==> src/rtl/mm_dmem_ctrl.sv <==
// mm_dmem_ctrl: MEM-stage responder that turns the EX/MEM ld/st request into a held dcache handshake.
// Optional LL/SC link register when ATOMIC_LLSC_EN is defined.
module mm_dmem_ctrl #(
  parameter int DATA_W   = 32,
  parameter int ADDR_W   = 32,
  parameter int MAX_WAIT = 15
) (
  input  logic              CLK,
  input  logic              RST,
`ifdef ATOMIC_LLSC_EN
  input  logic              ll,
  input  logic              sc,
`endif
  input  logic              dRENi,
  input  logic              dWENi,
  input  logic [ADDR_W-1:0] ALUOut,
  input  logic [DATA_W-1:0] store,
  input  logic              halt,
  input  logic              ihit,
  input  logic              dmemready,
  input  logic [DATA_W-1:0] dmemload,
  output logic              dmemREN,
  output logic              dmemWEN,
  output logic [ADDR_W-1:0] dmemaddr,
  output logic [DATA_W-1:0] dmemstore,
  output logic              dhit,
  output logic [DATA_W-1:0] loaddata,
  output logic              mstall,
  output logic              halt_out,
  output logic              err
);

  typedef enum logic [1:0] {IDLE, REQ, DONE} state_e;

  localparam logic [7:0] MaxWait = 8'(MAX_WAIT);

  state_e            state_q, state_d;
  logic              ren_q, ren_d, wen_q, wen_d;
  logic              dhit_q, dhit_d, halt_q, halt_d, hpend_q, hpend_d, err_q, err_d;
  logic [ADDR_W-1:0] addr_q, addr_d;
  logic [DATA_W-1:0] store_q, store_d, load_q, load_d;
  logic [7:0]        cnt_q, cnt_d;
  logic              reqValid, aligned;
`ifdef ATOMIC_LLSC_EN
  logic              linkV_q, linkV_d, sc_q, sc_d;
  logic [ADDR_W-1:0] linkA_q, linkA_d;
`endif

  // Once halt_out is up the stage accepts no further requests.
  assign reqValid = (dRENi | dWENi) & ~halt_q;
  assign aligned  = (ALUOut[1:0] == 2'b00);
  assign mstall   = (state_q == REQ) | ((state_q == IDLE) & reqValid & aligned);

  assign dmemREN   = ren_q;
  assign dmemWEN   = wen_q;
  assign dmemaddr  = addr_q;
  assign dmemstore = store_q;
  assign dhit      = dhit_q;
  assign loaddata  = load_q;
  assign halt_out  = halt_q;
  assign err       = err_q;

  always_comb begin
    state_d = state_q;
    ren_d   = ren_q;
    wen_d   = wen_q;
    addr_d  = addr_q;
    store_d = store_q;
    load_d  = load_q;
    dhit_d  = 1'b0;
    halt_d  = halt_q;
    hpend_d = hpend_q;
    err_d   = err_q;
    cnt_d   = cnt_q;
`ifdef ATOMIC_LLSC_EN
    linkV_d = linkV_q;
    linkA_d = linkA_q;
    sc_d    = sc_q;
`endif
    case (state_q)
      IDLE: begin
        if (reqValid) begin
          hpend_d = halt;
          if (!aligned) begin
            state_d = DONE;
            dhit_d  = 1'b1;
            err_d   = 1'b1;
          end else begin
            state_d = REQ;
            addr_d  = ALUOut;
            store_d = store;
            wen_d   = dWENi;
            ren_d   = dRENi & ~dWENi;
            if (dRENi && dWENi) err_d = 1'b1;
`ifdef ATOMIC_LLSC_EN
            sc_d = 1'b0;
            if (dWENi && sc) begin
              linkV_d = 1'b0;
              if (linkV_q && (linkA_q == ALUOut)) begin
                sc_d = 1'b1;
              end else begin
                state_d = DONE;
                wen_d   = 1'b0;
                dhit_d  = 1'b1;
                load_d  = '0;
              end
            end else if (dRENi && !dWENi && ll) begin
              linkV_d = 1'b1;
              linkA_d = ALUOut;
            end
`endif
          end
        end else if (halt) begin
          halt_d = 1'b1;
        end
      end
      REQ: begin
        if (dmemready) begin
          state_d = DONE;
          ren_d   = 1'b0;
          wen_d   = 1'b0;
          dhit_d  = 1'b1;
          cnt_d   = '0;
          if (ren_q) load_d = dmemload;
`ifdef ATOMIC_LLSC_EN
          if (wen_q && linkV_q && (linkA_q == addr_q)) linkV_d = 1'b0;
          if (sc_q) load_d = DATA_W'(1);
`endif
        end else if (cnt_q != MaxWait) begin
          cnt_d = cnt_q + 8'd1;
          if (cnt_q + 8'd1 == MaxWait) err_d = 1'b1;
        end
      end
      DONE: begin
        if (hpend_q || halt) halt_d = 1'b1;
        // Leaving DONE needs a pipeline advance or a dropped request, so the op never reissues.
        if (ihit || !(dRENi || dWENi)) begin
          state_d = IDLE;
          hpend_d = 1'b0;
        end
      end
      default: state_d = IDLE;
    endcase
  end

  always_ff @(posedge CLK) begin
    if (RST) begin
      state_q <= IDLE;
      ren_q   <= 1'b0;
      wen_q   <= 1'b0;
      addr_q  <= '0;
      store_q <= '0;
      load_q  <= '0;
      dhit_q  <= 1'b0;
      halt_q  <= 1'b0;
      hpend_q <= 1'b0;
      err_q   <= 1'b0;
      cnt_q   <= '0;
`ifdef ATOMIC_LLSC_EN
      linkV_q <= 1'b0;
      linkA_q <= '0;
      sc_q    <= 1'b0;
`endif
    end else begin
      state_q <= state_d;
      ren_q   <= ren_d;
      wen_q   <= wen_d;
      addr_q  <= addr_d;
      store_q <= store_d;
      load_q  <= load_d;
      dhit_q  <= dhit_d;
      halt_q  <= halt_d;
      hpend_q <= hpend_d;
      err_q   <= err_d;
      cnt_q   <= cnt_d;
`ifdef ATOMIC_LLSC_EN
      linkV_q <= linkV_d;
      linkA_q <= linkA_d;
      sc_q    <= sc_d;
`endif
    end
  end

endmodule

==> config.mk <==
export PLATFORM = sky130hd
export DESIGN_NAME = mm_dmem_ctrl
export DESIGN_NICKNAME = d
export VERILOG_FILES = /design/src/rtl/mm_dmem_ctrl.sv
export SDC_FILE = /design/constraint.sdc
export NUM_CORES = 1
export LEC_CHECK = 0
export ABC_CLOCK_PERIOD_IN_PS = 2400
export CAP_MARGIN = 0
export CORE_MARGIN = 5
export CORE_UTILIZATION = 41
export DETAILED_ROUTE_END_ITERATION = 8
export GPL_ROUTABILITY_DRIVEN = 0
export PLACE_DENSITY = 0.81
export REMOVE_ABC_BUFFERS = 1
export SLEW_MARGIN = 20
export SYNTH_ARGS = -nofsm -noshare
export SYNTH_HDL_FRONTEND = slang
export SYNTH_SLANG_ARGS = --single-unit
==> constraint.sdc <==
create_clock -name CLK -period 2.4 [get_ports CLK]
set_clock_uncertainty 0.2 [all_clocks]
set_input_delay 0.24 -clock CLK [delete_from_list [all_inputs] [get_ports CLK]]
set_output_delay 0.24 -clock CLK [all_outputs]
set_load 0.02 [all_outputs]
# Word level (Yosys, flattened, before mapping)
# Cells that the tools add are included.
op_classes:
  reduce_logical: 18
  n_addsub: 1
  eq_ne: 15
  bitwise: 8
  mux: 32
ops:
  columns: ["cell", "n"]
  rows:
  - ["$mux 1", 19]
  - ["$mux 8", 2]
  - ["$ne 2x2->1 const B", 8]
  - ["$pmux 1 s2", 6]
  - ["$reduce_and 3->1", 4]
  - ["$add 8x1->8 const B", 1]
  - ["$eq 8x4->1 const B", 1]
  - ["$mux 2", 4]
  - ["$ne 8x4->1 const B", 1]
  - ["$reduce_and 4->1", 2]
  - ["$pmux 2 s3", 1]
  - ["$reduce_and 6->1", 1]
  - ["$reduce_bool 2->1", 3]
  - ["$and 1x1->1", 4]
  - ["$logic_not 2->1", 2]
  - ["$ne 2x1->1 const B", 2]
  - ["$logic_or 1x1->1", 3]
  - ["$ne 3x2->1 const B", 1]
  - ["$eq 2x1->1 const B", 1]
  - ["$eq 2x2->1 const B", 1]
  - ["$not 1->1", 2]
  - ["$or 1x1->1", 2]
  - ["$reduce_and 2->1", 1]
  - ["$logic_and 1x1->1", 1]
  - ["$logic_not 1->1", 1]
word_totals:
  output_inout_bits: 102
  register_bits: 112
  inputBits: 103
  word_cells: 85

# Logic depth before layout (Yosys ltp)
logic_depth:
  depth_word: 6
  mapped_depth: 7
  ltp_nobuf: 6

# Least setup slack after synthesis
# No wires, ideal clock.
synth_path:
  path_kind: "register to output"
  start: "register halt_q (netlist: halt_out)"
  end: "output port mstall"
  slack_ps: 533
  n_path_buf: 1
  stages_incl_launch_ff: 5
  arrival_ps: 1427
  cell_sequence: "dfxtp_1 -> nor4_1 -> nand2_1 -> clkbuf_1 -> nand2_1"
synth_via:
  elab_chain_len: 5
synth_rtl:
  columns: ["item", "line_no", "text"]
  rows:
  - ["from (decl)", "39", "logic dhit_q, dhit_d, halt_q, halt_d, hpend_q, hpend_d, err_q, err_d;"]
  - ["from (signal assigned)", "172", "halt_q <= halt_d;"]
  - ["$not 1->1", "50", "assign reqValid = (dRENi | dWENi) & ~halt_q;"]
  - ["$and 1x1->1", "50", null]
  - ["$and 1x1->1 (2 in series)", "52", "assign mstall = (state_q == REQ) | ((state_q == IDLE) & reqValid & aligned);"]
  - ["$or 1x1->1", "52", null]
  - ["to (decl)", "28", "output logic mstall,"]
# No other way between the ends.

# Worst setup path after layout
# Ends and elaborated chain as after synthesis.

==> impl_metrics.tcl <==
set metrics [dict create \
    start_util 0.4162 \
    rrSetupSlack_ps 360 \
    antenna_cells 0 \
    vdd_drop_max_uv 320.9 \
    power_density_nw_per_um2 551.6 \
    antenna_left 0 \
    synthTopCellsByArea "dfxtp_1 (53%), nand2_1 (17%), a21oi_1 (13%)" \
    cp_slowest_cell "dfxtp_1" \
    syn_to_final_growth_pct 55.49 \
    ios 205 \
    grt_max_degree 65 \
    hold_buffers 0 \
    overflow 0 \
    critical_path.startpoint_type "flip-flop" \
    path_class "flip-flop to output port" \
    grtUsageTotal 0.1927 \
    synth_largest_area_cell "dfxtp_1" \
    synth_cell_types 43 \
    end_kind "output port" \
    worstPathMaxFanout 7 \
    worstSkewPairLatency_ps 360 \
    routed_wl_um 12480 \
    wire_per_inst_um 14.36 \
    first_pass_iters 6 \
    post_synth.cell_area_avg_um2 7.879 \
    std_cell_rows 37 \
    max-slew-margin-rel 0.5510 \
    cts_tree "done" \
    pre_cts_slack_ps 81.02 \
    fin_crit_sh 0.8793 \
    synth_top_area_share 0.5289 \
    rsz0062_at_grt "false" \
    num_vias 4333 \
    htree_levels 3 \
    hold_violations 0 \
    drv_cap 0 \
    coreArea_um2 10180 \
    worstHoldPathType "input pin to flip-flop" \
    dpl_cell_area_um2 6401 \
    synth_seq_cells 112 \
    grt_pass1_vias 4241 \
    ys_seq_area_frac 0.5289 \
    cts_buffers 9 \
    post-route-drc-count 0 \
    period_needed_ps 2110 \
    setup_viol 0 \
    slowest_delay_ps 380 \
    status "finished clean" \
    path_clk_slew_ps 100 \
    worstPathCellList "nor4_1, buf_4, nand2_2, nand2_1, dlygate4sd2_1" \
    ys_warn_count 0 \
    drt_iter0_markers 309 \
    cts_buffer_depth 2 \
    final-max-slew-violation-count 0 \
    antenna_found_initial 0 \
    hpwlAfterDp_um 9104 \
    max_clock_freq_ghz 0.4739 \
    clockRootBuffer "clkbuf_8" \
    dieArea_um2 12470 \
    vias_per_cell 4.986 \
    worst_slew_pin_slew_ps 673.5 \
    arrival_ps 1670 \
    syn_area_um2 4239 \
    cts_setup_buffers 0 \
    io_buffers 204 \
    finalInstanceArea_um2 6591 \
    critPathRequiredTime_ps 1960 \
    die_h_um 111.7 \
    die-width_um 111.7 \
    grt_pass1_wl_um 20100 \
    worst_slack_ps 289.7 \
    leakagePower_uw 0.002268 \
    critPathBufInv 2 \
    drive_gt1_frac 0.05730 \
    synth_cells 538 \
    cts_sinks 112 \
    crit_family "buffers and inverters" \
    nets 833 \
]
placed cells by master, fill, tap and decap left out, drive strengths merged, types with 3 or more instances in the layout:
cell type      count
a21oi            107
and2               3
and3               3
buf               12
clkbuf            12
clkdlybuf4s50    202
dfxtp            112
inv                4
mux2i              4
nand2            196
nand3              4
nand4b             3
nor2              18
nor2b              3
nor3               6
nor3b              4
nor4               3
o21ai             11
or3                3
cells by family (layout without fill, tap and decap cells):
| group | after synthesis | in the layout | share of synthesized area |
|---|---|---|---|
| simple gates | 254 | 254 | 0.2538 |
| compound gates | 126 | 126 | 0.1597 |
| flops | 112 | 112 | 0.5289 |
| buf+inv | 39 | 234 | 0.04014 |
| mux | 4 | 4 | 0.009445 |
| fa+ha+maj | 2 | 2 | 0.005902 |
| xor+xnor | 1 | 1 | 0.002066 |
per-stage QoR:
step                  util  cells  TNS [ps]  hold WS, ps  power, uW
finish              0.6472    869         0        188.5       3636
global route        0.6472    869         0        192.1       3800
CTS                 0.6472    869         0        177.4       3663
detailed placement  0.6285    853         0        246.1       2591
global placement    0.6285    853         0        240.9       2577
floorplan                -    502     -6147        104.6       2208
routing by layer:
layer,global-route usage,wire length (um),vias to the layer above,share of wire
li1,-,-,2152,-
met1,0.2178,5077,1994,0.41
met2,0.3441,6246,153,0.50
met3,0.04891,780,34,0.063
met4,0.07948,371,0,0.030
met5,0,0,-,0
cell usage after synthesis, drive strengths merged:
library cell	count
ha	2
or4	1
o211ai	1
nor3	6
a21o	2
and2	3
or3	3
nand3	4
dfxtp	112
o21ai	11
xor2	1
nor3b	4
nand4b	3
nor4	3
or2	2
nand4	2
a311oi	1
o21bai	1
a211oi	2
and4	1
mux2i	4
inv	3
buf	13
nor2	18
nand2b	2
a2111o	1
and3	3
nor2b	3
nand2	196
clkbuf	23
a21oi	107
path summary, 6_finish.rpt:
path	start	endpoint	cells after the start
setup reg to reg	cnt_q[4]	cnt_q[7]	5
hold / removal	RST	cnt_q[7]	2
setup / recovery	halt_out	mstall	5
hold reg to reg	dmemWEN	dmemWEN	2
sequential cells by signal (all words and copies together), names as in the netlist:
| name | cells |
|---|---|
| cnt_q | 8 |
| loaddata | 32 |
| dmemREN | 1 |
| halt_out | 1 |
| hpend_q | 1 |
| dmemaddr | 32 |
| dhit | 1 |
| dmemstore | 32 |
| dmemWEN | 1 |
| state_q | 2 |
| err | 1 |
timing repair:
action,in CTS,in global routing
resized for setup,1,0
setup endpoints to repair,1,0
hold endpoints to repair,0,0
power breakdown:
part / leakage [uW] / internal, uW / switching, uW
registers: 0.000907 / 1920 / 32.8
logic: 0.00126 / 318 / 277
clock network: 0.0000988 / 465 / 625
cell type report:
cell class                 count  area (um^2)
clock inverter                 4        26.28
multi-input combinational    387         1831
clock buffer                  12        165.2
inverter                       3        11.26
tap                          136        170.2
sequential                   112         2242
fill                         857         3593
timing repair buffer         215         2146
Power figures use the tool's default switching activity.
==> RTL change: new RTL, same settings <==
Reset style: asynchronous (`RST`), changed in one clocked block.
--- a/src/rtl/mm_dmem_ctrl.sv
+++ b/src/rtl/mm_dmem_ctrl.sv
@@ -143,7 +143,7 @@
     endcase
   end
 
-  always_ff @(posedge CLK) begin
+  always_ff @(posedge CLK or posedge RST) begin
     if (RST) begin
       state_q <= IDLE;
       ren_q   <= 1'b0;
Formal check against the unedited RTL: differs if RST is asserted again (counterexample within 4 cycles, from zero or initial values and one cycle with RST high); with RST held inactive, the same outputs for 4 cycles.
==> RTL change against the unedited design <==
Cell area is 5.5% higher. Worst setup slack improved by 0.0051 ns. Sequential cell count unchanged. Routed wire length down 6.9%. Register-to-register slack improved by 0.14 ns. Non-clock buffer count fell by 4. Synthesized area is 5.8% higher.
Power is not compared: it rests on default switching activity, and its combinational part moved more than twofold at a synthesized area within 25%.
==> RTL change: results (changes against the unedited design) <==
synth_cell_types: 39  # -9.3%
cp_max_fo: 10  # +3
synth_compound_area_share_pct: 4.41  # -12 points
peakVddDrop_uv: 250
outcome: "complete, no violations"
cts.clk_slew.worst_paths_ns: 0.10  # about the same
grt_antenna_before_repair: 0  # unchanged
synthTopCellsByArea: "dfrtp_1, mux2_2, o21ai_0"
numPortBuffers: 204  # unchanged
synthArstFlopShare_pct: 100  # +100 points
grtUsageTotal_pct: 17.8  # -1.5 points
seq_area_um2: 2810  # +25%
clock_latency_ns: 0.37
grt_pass1_wl_mm: 18.2  # -9.4%
relSlewSlack_pct: 73.6  # +19 points
ys_top_cells_by_count: "dfrtp_1, mux2_2, nand2_1, o21ai_0, buf_2"
hold_path.class: "in -> async"
synth_fa_ha_area_share_pct: 0.558  # -0.032 points
wirelength_mm: 11.6  # -6.9%
timing.rr.start: "cnt_q[0]"
synth_mux_area_share_pct: 23.9  # +23 points
fin_nets: 619  # -26%
cts-root-buf: "clkbuf_8"
yosysSeqAreaShare_pct: 62.5  # +9.6 points
layout-drive-gt1-share_pct: 24.7  # +19 points
antennaDiodeCount: 0  # unchanged
synth_top_family_by_area: "multiplexers"
max-clock-path-buffers: 2  # unchanged
grt_pass1_vias: 3577  # -16%
cts_setup_buffers: 0  # unchanged
grt_start_max_net_pins: 69  # +6.2%
vias: 3227  # -26%
synth_xor_area_share_pct: 0.586  # +0.38 points
drt_iter0_markers: 138  # -55%
placed_cell_area_um2: 6730  # +5.1%
fillers: 824  # -3.9%
hpwl_mm: 8.99  # -1.3%
p_leak_uw: 0.00323
first_pass_iters: 4  # -2
slowest_stage: "dfrtp_2"
slowest_delay_ns: 0.49  # +0.11 ns
reg2reg_slack_ns: 0.50  # +0.14 ns
r2r-end: "cnt_q[5]"
## RTL change: repair_timing
action,4_1_cts,5_1_grt
setup endpoints to repair,1,0
hold endpoints to repair,0,0
resized for setup,3,0
## RTL change: routing by layer
layer	vias to the layer above	routed length (um)	track usage, %
li1	1496	-	-
met1	1579	4320	19.7
met2	127	6070	32.0
met3	25	877	5.23
met4	0	352	6.89
met5	-	0	0
## RTL change: per-stage QoR
stage               hold slack, ns  TNS, ns  std cells  total power [uW]  setup WS (ns)
detailed placement           0.273        0        643              2180          0.221
CTS                         0.0196        0        659              3430          0.269
finish                      0.0311        0        659              3380          0.295
floorplan                    0.150  -121.61        292              1980         -0.999
global placement             0.269        0        643              2170          0.243
global route                0.0493        0        659              3530          0.197
## RTL change: worst max path at each step
stage,to,depth (start not counted),startpoint
after floorplan,cnt_q[0],1,RST
after global placement,mstall,5,dWENi
after detailed placement,mstall,5,dWENi
after CTS,mstall,4,state_q[0]
after global routing,mstall,4,state_q[1]
final,mstall,4,state_q[0]
## RTL change: layout make-up
| type | instances | share of cell area, % |
|---|---|---|
| Clock inverter | 7 | 1.51 |
| Multi-Input combinational cell | 174 | 22.7 |
| Timing Repair Buffer | 211 | 30.8 |
| Inverter | 6 | 0.360 |
| Sequential cell | 112 | 40.3 |
| Tap cell | 140 | 2.52 |
| Clock buffer | 9 | 1.78 |
## RTL change: critical path: cells and delay by family, from the launching register on
kind	cells	cell delay [ns]
simple gates	3	0.48
flops	1	0.49
buf+inv	1	0.34
## RTL change: power breakdown
| group | total, uW | switching, uW | internal, uW |
|---|---|---|---|
| clock | 1240 | 644 | 601 |
| combinational | 239 | 75.7 | 164 |
| sequential | 1900 | 6.07 | 1890 |
| total | 3380 | 726 | 2660 |
